$ cat src/rtl/ocpl_addsub_ctrl_pkg.sv
// Shared types and constants for the ones'-complement add/subtract sequencer.
// The FSM state encoding, the op codes and the default operand width live here.
package ocpl_pkg;

    localparam int DEFAULT_WIDTH = 4;

    localparam logic OP_ADD = 1'b0;
    localparam logic OP_SUB = 1'b1;

    typedef enum logic [2:0] {
        IDLE  = 3'd0,
        LOAD  = 3'd1,
        COMPL = 3'd2,
        ADD   = 3'd3,
        EAC   = 3'd4,
        DONE  = 3'd5
    } state_t;

endpackage

$ cat src/rtl/ocpl_addsub_ctrl_if.sv
// Request/result handshake plus the link to the external complementer.
// The master side issues requests and supplies cpl_out; the slave side is the sequencer.
interface ocpl_addsub_ctrl_if
    import ocpl_pkg::*;
#(
    parameter int WIDTH = DEFAULT_WIDTH
);

    logic             start;
    logic             op;
    logic [WIDTH-1:0] a;
    logic [WIDTH-1:0] b;
    logic [WIDTH-1:0] cpl_inp;
    logic             cpl_en;
    logic [WIDTH-1:0] cpl_out;
    logic             busy;
    logic             done;
    logic [WIDTH-1:0] result;
    logic             ovf;
    logic             negz;

    modport master (
        output start, op, a, b, cpl_out,
        input  cpl_inp, cpl_en, busy, done, result, ovf, negz
    );

    modport slave (
        input  start, op, a, b, cpl_out,
        output cpl_inp, cpl_en, busy, done, result, ovf, negz
    );

endinterface

$ cat src/rtl/ocpl_eac_adder.sv
// Plain WIDTH-bit adder exposing its carry-out; the carry is folded back in
// one stage later by the sequencer (end-around carry).
module ocpl_eac_adder
    import ocpl_pkg::*;
#(
    parameter int WIDTH = DEFAULT_WIDTH
) (
    input  logic [WIDTH-1:0] x,
    input  logic [WIDTH-1:0] y,
    output logic [WIDTH-1:0] sum,
    output logic             cout
);

    assign {cout, sum} = {1'b0, x} + {1'b0, y};

endmodule

$ cat src/rtl/ocpl_addsub_ctrl.sv
// Multi-cycle ones'-complement add/subtract sequencer: borrows an external
// complementer for B, adds with end-around carry, reports result/ovf/negz.
module ocpl_addsub_ctrl
    import ocpl_pkg::*;
#(
    parameter int WIDTH = DEFAULT_WIDTH
) (
    input  logic                clk,
    input  logic                rst,
    ocpl_addsub_ctrl_if.slave   bus
);

    localparam int MSB = WIDTH - 1;

    state_t           state;
    state_t           next_state;

    logic [WIDTH-1:0] a_r;
    logic [WIDTH-1:0] b_r;
    logic             op_r;
    logic [WIDTH-1:0] sum_r;
    logic             carry_r;

    logic [WIDTH-1:0] cpl_inp_r;
    logic             cpl_en_r;
    logic             busy_r;
    logic             done_r;
    logic [WIDTH-1:0] result_r;
    logic             ovf_r;
    logic             negz_r;

    logic             busy_d;
    logic             done_d;
    logic             capture;

    logic [WIDTH-1:0] add_sum;
    logic             add_cout;
    logic [WIDTH-1:0] eac_result;

    ocpl_eac_adder #(.WIDTH(WIDTH)) u_eac_adder (
        .x    (a_r),
        .y    (b_r),
        .sum  (add_sum),
        .cout (add_cout)
    );

    // sum_r + 1 cannot overflow when carry_r is set, so one fold is enough
    assign eac_result = sum_r + {{(WIDTH-1){1'b0}}, carry_r};

    // NOTE: state and datapath registers use non-blocking assignments so every
    // flop samples the values that existed before the clock edge.
    always_ff @(posedge clk or posedge rst) begin
        if (rst) state <= IDLE;
        else     state <= next_state;
    end

    // NOTE: next_state gets a default first so no path through the case
    // leaves it unassigned and infers a latch.
    always_comb begin
        next_state = state;
        case (state)
            IDLE:    if (bus.start) next_state = LOAD;
            LOAD:    next_state = COMPL;
            COMPL:   next_state = ADD;
            ADD:     next_state = EAC;
            EAC:     next_state = DONE;
            DONE:    next_state = IDLE;
            default: next_state = IDLE;
        endcase
    end

    // busy/done are registered from the state the FSM is about to enter/leave
    always_comb begin
        capture = (state == IDLE) && bus.start;
        busy_d  = (next_state != IDLE);
        done_d  = (state == DONE);
    end

    // NOTE: every register here, operands included, is cleared by reset so an
    // aborted operation leaves no stale data behind.
    always_ff @(posedge clk or posedge rst) begin
        if (rst) begin
            a_r       <= '0;
            b_r       <= '0;
            op_r      <= OP_ADD;
            sum_r     <= '0;
            carry_r   <= 1'b0;
            cpl_inp_r <= '0;
            cpl_en_r  <= 1'b0;
            busy_r    <= 1'b0;
            done_r    <= 1'b0;
            result_r  <= '0;
            ovf_r     <= 1'b0;
            negz_r    <= 1'b0;
        end else begin
            busy_r <= busy_d;
            done_r <= done_d;
            case (state)
                IDLE: begin
                    if (capture) begin
                        a_r  <= bus.a;
                        b_r  <= bus.b;
                        op_r <= bus.op;
                    end
                end
                LOAD: begin
                    cpl_inp_r <= b_r;
                    cpl_en_r  <= op_r;
                end
                COMPL: begin
                    b_r <= bus.cpl_out;
                end
                ADD: begin
                    sum_r   <= add_sum;
                    carry_r <= add_cout;
                end
                EAC: begin
                    result_r <= eac_result;
                    ovf_r    <= (a_r[MSB] == b_r[MSB]) && (eac_result[MSB] != a_r[MSB]);
                    negz_r   <= &eac_result;
                end
                DONE: begin
                    cpl_inp_r <= '0;
                    cpl_en_r  <= 1'b0;
                end
                default: ;
            endcase
        end
    end

    assign bus.cpl_inp = cpl_inp_r;
    assign bus.cpl_en  = cpl_en_r;
    assign bus.busy    = busy_r;
    assign bus.done    = done_r;
    assign bus.result  = result_r;
    assign bus.ovf     = ovf_r;
    assign bus.negz    = negz_r;

endmodule

$ cat src/flat_wrapper.sv
// flat-port wrapper written by rule: the top's interface ports become plain ports
module ocpl_addsub_ctrl_flat import ocpl_pkg::*;
#(
    parameter int WIDTH = DEFAULT_WIDTH
)
  (clk, rst, bus_start, bus_op, bus_a, bus_b, bus_cpl_out, bus_cpl_inp, bus_cpl_en, bus_busy, bus_done, bus_result, bus_ovf, bus_negz);
  ocpl_addsub_ctrl_if #(.WIDTH(WIDTH)) bus_i ();
  input  logic clk;
  input  logic rst;
  input wire logic [$bits(bus_i.start)-1:0] bus_start;
  input wire logic [$bits(bus_i.op)-1:0] bus_op;
  input wire logic [$bits(bus_i.a)-1:0] bus_a;
  input wire logic [$bits(bus_i.b)-1:0] bus_b;
  input wire logic [$bits(bus_i.cpl_out)-1:0] bus_cpl_out;
  output wire logic [$bits(bus_i.cpl_inp)-1:0] bus_cpl_inp;
  output wire logic [$bits(bus_i.cpl_en)-1:0] bus_cpl_en;
  output wire logic [$bits(bus_i.busy)-1:0] bus_busy;
  output wire logic [$bits(bus_i.done)-1:0] bus_done;
  output wire logic [$bits(bus_i.result)-1:0] bus_result;
  output wire logic [$bits(bus_i.ovf)-1:0] bus_ovf;
  output wire logic [$bits(bus_i.negz)-1:0] bus_negz;
  assign bus_i.start = bus_start;
  assign bus_i.op = bus_op;
  assign bus_i.a = bus_a;
  assign bus_i.b = bus_b;
  assign bus_i.cpl_out = bus_cpl_out;
  assign bus_cpl_inp = bus_i.cpl_inp;
  assign bus_cpl_en = bus_i.cpl_en;
  assign bus_busy = bus_i.busy;
  assign bus_done = bus_i.done;
  assign bus_result = bus_i.result;
  assign bus_ovf = bus_i.ovf;
  assign bus_negz = bus_i.negz;
  ocpl_addsub_ctrl #(.WIDTH(WIDTH)) u_core (.clk(clk), .rst(rst), .bus(bus_i));
endmodule
$ cat config.mk
export PLATFORM = sky130hd
export DESIGN_NAME = ocpl_addsub_ctrl_flat
export DESIGN_NICKNAME = d
export VERILOG_FILES = /design/src/rtl/ocpl_addsub_ctrl_pkg.sv /design/src/rtl/ocpl_addsub_ctrl_if.sv /design/src/rtl/ocpl_eac_adder.sv /design/src/rtl/ocpl_addsub_ctrl.sv /design/src/flat_wrapper.sv
export SDC_FILE = /design/constraint.sdc
export NUM_CORES = 1
export LEC_CHECK = 0
export ABC_AREA = 1
export CAP_MARGIN = 15
export CORE_AREA = 4 4 67 69
export CTS_CLUSTER_SIZE = 10
export DETAILED_ROUTE_END_ITERATION = 10
export DIE_AREA = 0 0 71 73
export PLACE_DENSITY = 0.7
export SETUP_SLACK_MARGIN = 0.15
export SLEW_MARGIN = 20
export SYNTH_ARGS = -nofsm -noshare
export SYNTH_HDL_FRONTEND = slang
export SYNTH_SLANG_ARGS = --single-unit
$ cat constraint.sdc
create_clock -name clk -period 1.27 [get_ports clk]
set_input_delay 0.127 -clock clk [delete_from_list [all_inputs] [get_ports clk]]
set_output_delay 0.127 -clock clk [all_outputs]
set_load 0.03 [all_outputs]
==> results.toml, run 1 <==
[logic_synthesis]
syn_avg_cell_area_um2 = 9.30
yosysSeqAreaShare_pct = 50.1
synth_ff_type = "dfrtp_1"
yosysWarnings = 0
syn_area_mm2 = 0.00150
syn-num-nets = 184
synth-seq-cells = 30
async_flop_share_pct = 100
synth_cells = 161
synthDistinctLibCells = 29
synth-edff-count = 0

[min_path]
hp-class = "in -> async"

[finish]
diodes = 0
syn2layout_area_growth_pct = 55.4
layout.nets = 240
drive_above_1_share_pct = 45.6
fin_util_pct = 59.5
design_area_mm2 = 0.00233

[power]
total_power_uw = 5860
powerDensity_mw_per_mm2 = 2520
peakVddDrop_mv = 0.974
leakage_uw = 0.00110

[worst_setup_path]
arrival_ns = 1.50
cp.required_ns = 1.48
crit_start = "u_core.a_r[0]"
cpPeakStageDelay_ns = 0.36
crit_chain = "ha_2 -> inv_2 -> fa_2 -> xor2_1 -> o21ai_1"
cp-end-kind = "flip-flop"
crit_path_max_fanout = 2
ff2ff_setup_slack_ns = -0.03
crit_type = "reg -> reg"
r2r_cells = 5
r2r_start = "u_core.a_r[0]"
critPathSlowestCell = "dfrtp_1"
reg2reg_to = "u_core.sum_r[2]"
cp-start-kind = "flip-flop"
crit_path_end = "u_core.sum_r[2]"

[grt]
grt_max_degree = 31
met1_usage_pct = 17.0
overflow = 0
grt_pass1_vias = 1314
antenna_found_initial = 0
use_met3_pct = 2.89
use_met2_pct = 26.8
track_usage_pct = 15.4
grt_pass1_wl_mm = 6.04
grt.busiest_layer = "met2"

[floorplanning]
die_area_mm2 = 0.00518
top_level_ports = 29
die_h_um = 73
rows = 23
die_width_um = 71
core_region_area_mm2 = 0.00391
start_util_pct = 38.3

[sta]
setup_viol = 2
min_period_over_period_pct = 102
worst_slack_ns = -0.0271
fin_skew_ns = 0.00365
relSlewSlack_pct = 80.6
layout_min_cycle_time_ns = 1.30
worst_pin_slew_ns = 0.292
drv_slew = 0
worst_hold_slack_ns = 0.185
grt_setup_unrepaired = "true"
hold_viol = 0
tns_ns = -0.0385
fmax_mhz = 771

[outcome]
status = "finished, violations left"
violations = "negative setup slack"

[clock_tree]
cts_tree = "built"
cts.sinks = 30
h-tree-depth = 2
cts_root_buf = "clkbuf_8"
cts_buffers = 5
clk_latency_ns = 0.28
max-clock-path-buffers = 2
path_clk_slew_ns = 0.06

[route]
drtAntennaViolNets = 0
dr.pass1.iters = 4
viasPerCell = 4.83
drc_errors = 0
routed_wl_mm = 3.67
drt-initial-drc-count = 72
wire_per_inst_um = 13.8
vias = 1290

[placement]
dp_hpwl_mm = 2.35
placed_area_mm2 = 0.00196
portBuffers = 28
place_congestion = 0.805

[job]
cap_violations = 0
cells in the final DEF, fill, tap and decap left out, types with 2 or more instances in the layout:
cell type,instances
dfrtp_1,26
nor3_4,2
inv_1,6
inv_2,5
inv_4,4
nand4_1,3
clkdlybuf4s50_1,15
clkbuf_2,2
clkdlybuf4s15_2,10
nor2_4,3
nand3_2,12
dfrtp_2,4
clkbuf_8,5
buf_4,13
o21ai_0,5
buf_6,6
clkbuf_1,2
ha_4,4
nand2_4,5
buf_12,3
o21ai_1,6
a21oi_2,2
nand2_2,12
nor2_1,3
nand3_1,6
nand2_1,39
kinds of logic after synthesis:
kind of cell / count (synthesis) / synth area share (%)
xor gates and xnor gates: 2 / 1.17
AOI/OAI and AO/OA: 16 / 5.68
DFF: 30 / 50.1
adders and majority gates: 7 / 6.35
buffers and inverters: 17 / 5.76
and+or+nand+nor: 89 / 30.9
flip-flops by register name (all words and copies together) (netlist names):
register	count
u_core.bus.result	4
u_core.bus.cpl_inp	4
u_core.bus.ovf	1
u_core.carry_r	1
u_core.op_r	1
u_core.state	3
u_core.a_r	4
u_core.bus.done	1
u_core.b_r	4
u_core.bus.cpl_en	1
u_core.bus.busy	1
u_core.bus.negz	1
u_core.sum_r	4
layout make-up:
class                   instances  area (µm²)
well taps                      50        62.6
flip-flops and latches         30         756
inverters                      15        66.3
clock buffers                   7        76.3
multi-input cells             114         831
fillers                       341        1590
repair buffers                 51         536
worst max-delay path, delay by kind of cell (launching register included):
family	cells	cell delay (ns)
buf+inv	1	0.04
fa+ha+maj	2	0.55
compound gates	1	0.12
flops	1	0.36
xor+xnor	1	0.15
synth_stat cells (2+ instances only):
| cell type | n | share of area (%) |
|---|---|---|
| nor3_4 | 2 | 2.2 |
| nor2_2 | 2 | 0.84 |
| dfrtp_1 | 30 | 50 |
| ha_1 | 6 | 5.0 |
| inv_1 | 8 | 2.0 |
| nand4_1 | 3 | 1.3 |
| nand2_1 | 54 | 14 |
| inv_2 | 5 | 1.3 |
| nor2_1 | 4 | 1.0 |
| a21oi_1 | 3 | 1.0 |
| o21ai_1 | 4 | 1.3 |
| nand3_1 | 12 | 4.0 |
| nand3_2 | 6 | 4.0 |
| o21ai_0 | 7 | 2.3 |
through the flow:
stage | instances | worst slack (ns)
4_1_cts | 264 | 0.00656
2_1_floorplan | 161 | 0.0421
5_1_grt | 267 | -0.0863
3_3_place_gp | 246 | 0.0172
6_report | 267 | -0.0271
3_5_place_dp | 246 | 0.00753
power by group:
group,internal (µW),switching (µW)
clock,376,331
combinational,1540,1800
sequential,1400,405
worst min path at each step:
stage	startpoint	end	slack, ns	depth (start not counted)
2_1_floorplan	rst	u_core.a_r[0]	0.22	1
3_3_place_gp	u_core.op_r	u_core.op_r	0.46	2
3_5_place_dp	u_core.op_r	u_core.op_r	0.46	2
4_1_cts	rst	u_core.sum_r[1]	0.19	3
5_1_grt	rst	u_core.bus.negz	0.20	3
6_report	rst	u_core.bus.negz	0.18	3
repair_timing:
| item | in CTS | in global routing |
|---|---|---|
| setup buffers | 10 | 3 |
| gates resized for setup | 51 | 31 |
| gates cloned | 1 | 0 |
| pin swaps | 13 | 14 |
| setup endpoints to repair | 33 | 24 |
| hold buffers | 0 | 0 |
metal layers:
| metal | vias to the layer above | routed length [µm] |
|---|---|---|
| met5 | - | 0 |
| met4 | 0 | 111 |
| met3 | 9 | 107 |
| met2 | 25 | 1960 |
| met1 | 620 | 1490 |
| li1 | 636 | - |
Power figures use the tool's default switching activity.
==> run 2: changes to the inputs <==
CTS_CLUSTER_DIAMETER = 60   (was default)
DONT_BUFFER_PORTS = 1   (was default)
PLACE_DENSITY = 0.6   (was 0.7)
==> results.toml, run 2 (synthesis gave the netlist of run 1 again) <==
[outcome]
status = "finished, violations left"
violations = "negative setup slack"

[sta]
layout_min_cycle_time_ns = 1.30
grt_setup_unrepaired = "true"
min_period_over_period_pct = 103
fin_skew_ns = 0.00307
worst_pin_slew_ns = 0.386
fmax_mhz = 767
drv_slew = 0
hold_viol = 0
relSlewSlack_pct = 74.3
setup_viol = 2
worst_slack_ns = -0.0338

[clock_tree]
path_clk_slew_ns = 0.06
cts_buffers = 5
h-tree-depth = 2
cts_tree = "built"
clk_latency_ns = 0.28
cts_root_buf = "clkbuf_8"
max-clock-path-buffers = 2
cts.sinks = 30

[route]
dr.pass1.iters = 4
vias = 1220
drt-initial-drc-count = 78
wire_per_inst_um = 14.0
drc_errors = 0
drtAntennaViolNets = 0
routed_wl_mm = 3.50
viasPerCell = 4.90

[worst_setup_path]
cpPeakStageDelay_ns = 0.37
crit_chain = "ha_2 -> inv_2 -> fa_2 -> xor2_1 -> o21ai_1"
r2r_cells = 5
reg2reg_to = "u_core.sum_r[2]"
cp.buffers_inverters = 1
critPathSlowestCell = "dfrtp_1"
r2r_start = "u_core.b_r[0]"
cp.required_ns = 1.47
cp-end-kind = "flip-flop"
cp-start-kind = "flip-flop"
crit_type = "reg -> reg"
arrival_ns = 1.50
crit_path_max_fanout = 2
ff2ff_setup_slack_ns = -0.03
cpLargestDelayFamily = "adder cells"
crit_start = "u_core.b_r[0]"

[finish]
syn2layout_area_growth_pct = 43.9
final_cell_mix = "39 x nand2_1, 26 x dfrtp_1, 16 x buf_4"
fill_cells = 359
drive_above_1_share_pct = 43.2
layout.cells.non_filler = 249
diodes = 0
final_common_cell = "nand2_1"
design_area_mm2 = 0.00216
layout.nets = 223

[min_path]
hold_depth = 3
worstHoldEndpoint = "u_core.a_r[3]"
hp-class = "in -> reg"
min-delay-start = "bus_start"

[floorplanning]
die_h_um = 73
core_region_area_mm2 = 0.00391
die_area_mm2 = 0.00518
die_width_um = 71
start_util_pct = 38.3
rows = 23
top_level_ports = 29

[grt]
overflow = 0
grt_pass1_vias = 1320
antenna_found_initial = 0
grt_max_degree = 31
grt_pass1_wl_mm = 6.04
track_usage_pct = 15.1

[placement]
dp_hpwl_mm = 2.48
placed_area_mm2 = 0.00171
portBuffers = 0
place_congestion = 0.798
place_inst = 223

[power]
leakage_uw = 0.00102
peakVddDrop_mv = 1.02
powerDensity_mw_per_mm2 = 2600

[job]
cap_violations = 0
[run 2: layout make-up]
type	count	area, µm²	share of cell area [%]
repair buffers	34	323	15.0
clock buffers	6	82.6	3.83
flip-flops and latches	30	756	35.1
multi-input cells	114	865	40.1
inverters	15	67.6	3.13
well taps	50	62.6	2.90
[run 2: how the worst max path moves through the flow]
stage | endpoint | depth (start not counted)
5_1_grt | u_core.sum_r[2] | 5
4_1_cts | u_core.sum_r[2] | 5
2_1_floorplan | u_core.sum_r[1] | 4
3_5_place_dp | u_core.sum_r[2] | 5
3_3_place_gp | u_core.sum_r[2] | 5
6_report | u_core.sum_r[2] | 5
[run 2: worst register-to-register path: stages, from the launching register on]
cell and delay (ns):
dfrtp_1 0.37, ha_2 0.20, inv_2 0.04, fa_2 0.34
xor2_1 0.15, o21ai_1 0.12
[run 2: where the power goes]
| part | leakage, µW | internal, µW | switching [µW] |
|---|---|---|---|
| Clock | 0.0000431 | 417 | 332 |
| Combinational | 0.000603 | 1270 | 1560 |
| Sequential | 0.000373 | 1400 | 622 |
[run 2: per-stage QoR]
step	hold WS (ns)	util, %	setup WS (ns)	power [µW]	TNS (ns)
6_report	0.131	55.1	-0.0338	5600	-0.0622
5_1_grt	0.160	55.1	-0.112	6030	-0.324
3_5_place_dp	0.118	43.6	-0.0532	4240	-0.0924
3_3_place_gp	0.116	43.6	0.0214	4170	0
2_1_floorplan	0.218	-	0.0421	3580	0
4_1_cts	0.111	52.4	-0.0552	5370	-0.112
[run 2: per-layer routing]
metal  share of wire, %  wire [µm]  global-route usage (%)
met1                 41       1450                    17.8
met2                 52       1830                    26.2
met3                4.5        159                    4.55
met4                1.6         55                    5.64
met5                  0          0                       0
[run 2: repair_timing]
action                                  4_1_cts  5_1_grt
hold endpoints to repair                     39        0
endpoints found under the setup margin       18       22
gates resized for setup                      22       22
pin swaps                                    22       21
buffers inserted                              4        2
hold buffers                                 14        0
